## config.mk

```make
export PLATFORM = sky130hd
export DESIGN_NAME = regfile_sb
export DESIGN_NICKNAME = d
export VERILOG_FILES = /design/src/rtl/regfile_sb.sv
export SDC_FILE = /design/constraint.sdc
export NUM_CORES = 1
export LEC_CHECK = 0
export CAP_MARGIN = 10
export CORE_UTILIZATION = 25
export CTS_CLUSTER_SIZE = 20
export DETAILED_ROUTE_END_ITERATION = 16
export PLACE_DENSITY = 0.44
export SYNTH_ARGS = -nofsm -noshare
export SYNTH_HDL_FRONTEND = slang
export SYNTH_SLANG_ARGS = --single-unit
```

## constraint.sdc

```tcl
create_clock -name clk -period 11.25 [get_ports clk]
set_input_delay 2.25 -clock clk [delete_from_list [all_inputs] [get_ports clk]]
set_output_delay 2.25 -clock clk [all_outputs]
set_load 0.02 [all_outputs]
```

## src/rtl/regfile_sb.sv

```systemverilog
// Parametrised integer register file with write-through bypass and a per-register
// pending scoreboard; clears its storage one register per cycle after reset.
module regfile_sb #(
    parameter int unsigned XLEN  = 32,
    parameter int unsigned NREGS = 32,
    localparam int unsigned AW   = $clog2(NREGS)
) (
    input  logic            clk,
    input  logic            rst,
    input  logic [AW-1:0]   rs1_addr,
    input  logic [AW-1:0]   rs2_addr,
    output logic [XLEN-1:0] rs1_val,
    output logic [XLEN-1:0] rs2_val,
    output logic            rs1_busy,
    output logic            rs2_busy,
    input  logic            iss_en,
    input  logic [AW-1:0]   iss_rd,
    input  logic            wr_en,
    input  logic [AW-1:0]   wr_addr,
    input  logic [XLEN-1:0] wr_data,
    output logic            ready
);

    typedef enum logic {
        CLEAR = 1'b0,
        RUN   = 1'b1
    } state_t;

    state_t            state;
    state_t            state_nxt;
    logic [AW-1:0]     cnt;
    logic [NREGS-1:0]  pending;
    logic [XLEN-1:0]   mem [NREGS];

    logic run;
    logic wr_ok;
    logic iss_ok;
    logic rs1_ok;
    logic rs2_ok;
    logic rs1_hit;
    logic rs2_hit;

    // Non-zero and inside the architectural register range.
    function automatic logic addr_ok(input logic [AW-1:0] a);
        return (a != '0) && ({1'b0, a} < (AW+1)'(NREGS));
    endfunction

    assign run     = (state == RUN);
    assign wr_ok   = run && wr_en && addr_ok(wr_addr);
    assign iss_ok  = run && iss_en && addr_ok(iss_rd);
    assign rs1_ok  = run && addr_ok(rs1_addr);
    assign rs2_ok  = run && addr_ok(rs2_addr);
    assign rs1_hit = wr_ok && (wr_addr == rs1_addr);
    assign rs2_hit = wr_ok && (wr_addr == rs2_addr);

    // State register.
    always_ff @(posedge clk) begin
        if (rst) begin
            state <= CLEAR;
        end else begin
            state <= state_nxt;
        end
    end

    // Next-state logic: leave CLEAR on the edge that writes the last register.
    always_comb begin
        state_nxt = state;
        case (state)
            CLEAR:   if (cnt == AW'(NREGS - 1)) state_nxt = RUN;
            RUN:     state_nxt = RUN;
            default: state_nxt = CLEAR;
        endcase
    end

    // Output logic: ports are forced quiet until the sweep completes.
    always_comb begin
        ready    = run;
        rs1_val  = '0;
        rs2_val  = '0;
        rs1_busy = 1'b0;
        rs2_busy = 1'b0;
        if (rs1_ok) begin
            rs1_val  = rs1_hit ? wr_data : mem[rs1_addr];
            rs1_busy = pending[rs1_addr] && !rs1_hit;
        end
        if (rs2_ok) begin
            rs2_val  = rs2_hit ? wr_data : mem[rs2_addr];
            rs2_busy = pending[rs2_addr] && !rs2_hit;
        end
    end

    // Sweep counter; x0 is never stored so the sweep starts at 1.
    always_ff @(posedge clk) begin
        if (rst) begin
            cnt <= AW'(1);
        end else if (state == CLEAR) begin
            cnt <= cnt + AW'(1);
        end
    end

    // Storage has no reset so it can map onto distributed RAM.
    always_ff @(posedge clk) begin
        if (!rst) begin
            if (state == CLEAR) begin
                mem[cnt] <= '0;
            end else if (wr_ok) begin
                mem[wr_addr] <= wr_data;
            end
        end
    end

    // Issue is applied after writeback so a same-cycle issue keeps the bit set.
    always_ff @(posedge clk) begin
        if (rst) begin
            pending <= '0;
        end else begin
            if (wr_ok) pending[wr_addr] <= 1'b0;
            if (iss_ok) pending[iss_rd] <= 1'b1;
        end
    end

endmodule

```

==> metrics.txt <==
status finished, final reports clean; RSZ-0062 raised after global routing no; GR Overflow Total 0; Sw Share roughly a quarter; TritonCTS clock tree yes; vias per cell 5.30; clk slew on worst S/H paths roughly 0.06 ns; Final Setup Violations 0; Routed Antenna Nets 0; Buffers & Inverters on Critical Path 4; first-pass GRT wire length between 200,000 and 300,000 um; Hold Path Sink pending[0]; crit path cell chain clkdlybuf4s50_1 -> or3_1 -> o211ai_1 -> nor3_4 -> buf_4 -> nor2_4 -> buf_4 -> a32o_1 -> clkdlybuf4s50_1; clk sink count 1,062; FMAX between 0.1 and 0.15 GHz; Primary FF master, synth edfxtp_1; Synth top area share 61.2%; # port buffers 122; vias roughly 30,000; sequential share of power between 50% and 60%; area of the multi-input gates roughly 18,000 sq um; Final Hold Fails 0; FF-to-FF Start ready; largest cells by area after synthesis edfxtp_1, mux4_2, mux2i_1; Clock power frac 41.2%; VDD IR max ~0.10 mV; Post-route DRC 0; initial antenna violation count 8; critical hold path startpoint pending[0]; MaxCap Viol Count 0; Post-Place Cells ~5,300; flops & latches, synth 1,062; Worst R2R Path Depth 7; maximum buffer depth of the clock tree 3; top-count cell post-synth edfxtp_1; hpwl dp a little over 100,000 um; Max-Slew Margin vs Limit roughly 23%; Post-synth top cells edfxtp_1, mux4_2, o22ai_1; syn_area_per_cell ~19 sq um; Critical Path RT ~9 ns; worst min-delay path class reg -> reg; Mapped Nets roughly 2,700; I/O pin cnt between 100 and 150; layout filler cell count 19,600; post-CTS setup buffer count 0; H-Tree Depth 3; post_cts resized 0; final WL around 190,000 um; number of CTS-inserted buffers between 100 and 150; # nets final 2,847; final setup TNS 0 ns; vias in the first global route roughly 30,000; Psw about 2 mW; Reg area around 32,000 sq um; Final Cycle Share 78.6%; Post-Syn Instances ~2,700; initial DRC count 2,798; startpoint types input port; gpl congestion around 0.76; RR Endpoint mem[19][22]; clock root cell clkbuf_16; Final Non-Filler Cells 5,533; Die Ht ~450 um; die area about 200,000 sq um; WL per Instance ~34 um; Hold Path Depth 1; Util after Layout between 20 and 30%; Worst Setup End Kind output port; worst skew pair latency around 0.73 ns; crit path kind in -> out; floorplan core area 200,000 sq um; Worst path slowest cell nor2_4; Worst path max stage delay ~0.87 ns; sequential area share after synthesis 62.7%; Slew Limit Fails 0; placed inst area approximately 55,000 sq um; Pre-antenna DRT Iters 7; Rows about 160; cell area after layout between 50,000 and 60,000 sq um; worst-margin pin slew between 1 and 1.5 ns; power per cell area 145 nW/um^2; Initial Utilization between 20% and 30%; chip width around 450 um; highest fanout seen on the critical path 16; share of post-route cells with drive strength above 1 approximately 29%; combinational power share roughly 7.1%; GRT Total Usage a little under a fifth; Area Growth Syn to Fin 15.0%; Final Skew about 0.018 ns; final worst path period need approximately 8.8 ns; CTS Hold Bufs 0; leakage about 16 nW; CP arrival approximately 6.6 ns; P_int between 6 and 7 mW; Cell variety after synth 58; flop-to-flop setup slack 6.38 ns; Top delay family on crit path buffers and inverters; mapped cell area 50,300 sq um; Yosys top cell by area edfxtp_1; ys async rst share 0%; total power 8.38 mW; yosys warns 0; Post-synth EDFFs ~1,000; largest net degree at the start of global routing 73
how the worst max path moves through the flow:
| stage | startpoint | endpoint | slack (ns) | depth (start not counted) |
|---|---|---|---|---|
| global placement | wr_addr[2] | rs2_val[7] | 2.49 | 9 |
| floorplan | rs2_addr[1] | rs2_val[0] | 5.07 | 9 |
| detailed placement | wr_addr[2] | rs2_val[1] | 2.52 | 9 |
| finish | wr_addr[2] | rs2_val[1] | 2.41 | 9 |
| CTS | wr_addr[2] | rs2_val[1] | 2.51 | 9 |
| global route | wr_addr[2] | rs2_val[7] | 2.34 | 9 |
metal layers:
metal  vias to the layer above  wire, um  part of all wire [%]  GRT usage, %
li1                      11700         -                     -             -
met1                     16400     76500                    41          23.3
met2                      1020     94700                    51          31.5
met3                       227     10100                   5.4          2.31
met4                         2      5680                   3.0          5.84
met5                         -         9                0.0048             0
placed cells by master, fill, tap and decap left out, drive strengths merged, types with 11 or more instances in the layout:
master	count
edfxtp	1024
mux4	522
clkbuf	138
o22ai	119
nor2	113
clkdlybuf4s50	112
mux2i	97
buf	97
nand2	69
o21ai	60
a32o	56
clkinv	54
nor2b	45
a21oi	42
nand3	42
dfxtp	38
nor3	38
and2	37
a211oi	28
o221ai	26
nand2b	12
nor3b	11
inv	11
registers in the layout, summed over array words and instances, names as in the netlist:
| name | count |
|---|---|
| pending | 32 |
| mem | 1024 |
| cnt | 5 |
| ready | 1 |
cells by family (layout without fill, tap and decap cells):
group,after synthesis,count (layout),share of synthesized area (%)
other,0,2,0
buffers and inverters,226,418,2.52
XOR/XNOR,13,13,0.227
AO/OA/AOI/OAI,363,363,5.03
AND/OR/NAND/NOR,393,393,3.90
flip-flops,1062,1062,62.7
multiplexers,624,624,25.6
adder cells (fa/ha/maj),2,2,0.0498
power groups by stage:
stage,combinational [mW],sequential [mW],clock (mW)
after floorplan,0.378,4.41,0
after CTS,0.604,4.33,3.51
after global placement,0.605,4.42,0
after global routing,0.622,4.34,3.64
final,0.596,4.33,3.45
after detailed placement,0.603,4.42,0
area by class of cell:
cell class / instances / area share, %
Inverter: 11 / 0.0736
Clock buffer: 137 / 4.97
Clock inverter: 60 / 0.617
Tap cell: 2656 / 5.75
Antenna cell: 2 / 0.00866
Multi-Input combinational cell: 1395 / 30.8
Sequential cell: 1062 / 54.5
Timing Repair Buffer: 210 / 3.32
per-stage QoR:
| step | worst slack, ns | hold slack [ns] |
|---|---|---|
| floorplan | 5.07 | 0.451 |
| global placement | 2.49 | 0.467 |
| detailed placement | 2.52 | 0.471 |
| CTS | 2.51 | 0.480 |
| global route | 2.34 | 0.495 |
| finish | 2.41 | 0.480 |
worst reg2reg max path, cell delays in order (launching register included):
cell      delay (ns)
dfxtp_1         0.65
buf_4           0.32
o2111a_2        0.81
buf_4           0.65
mux2_4          0.44
nand2b_4        0.22
nor2_4          0.61
buf_4           0.76
Note: power is estimated with default switching activity, not from simulation.
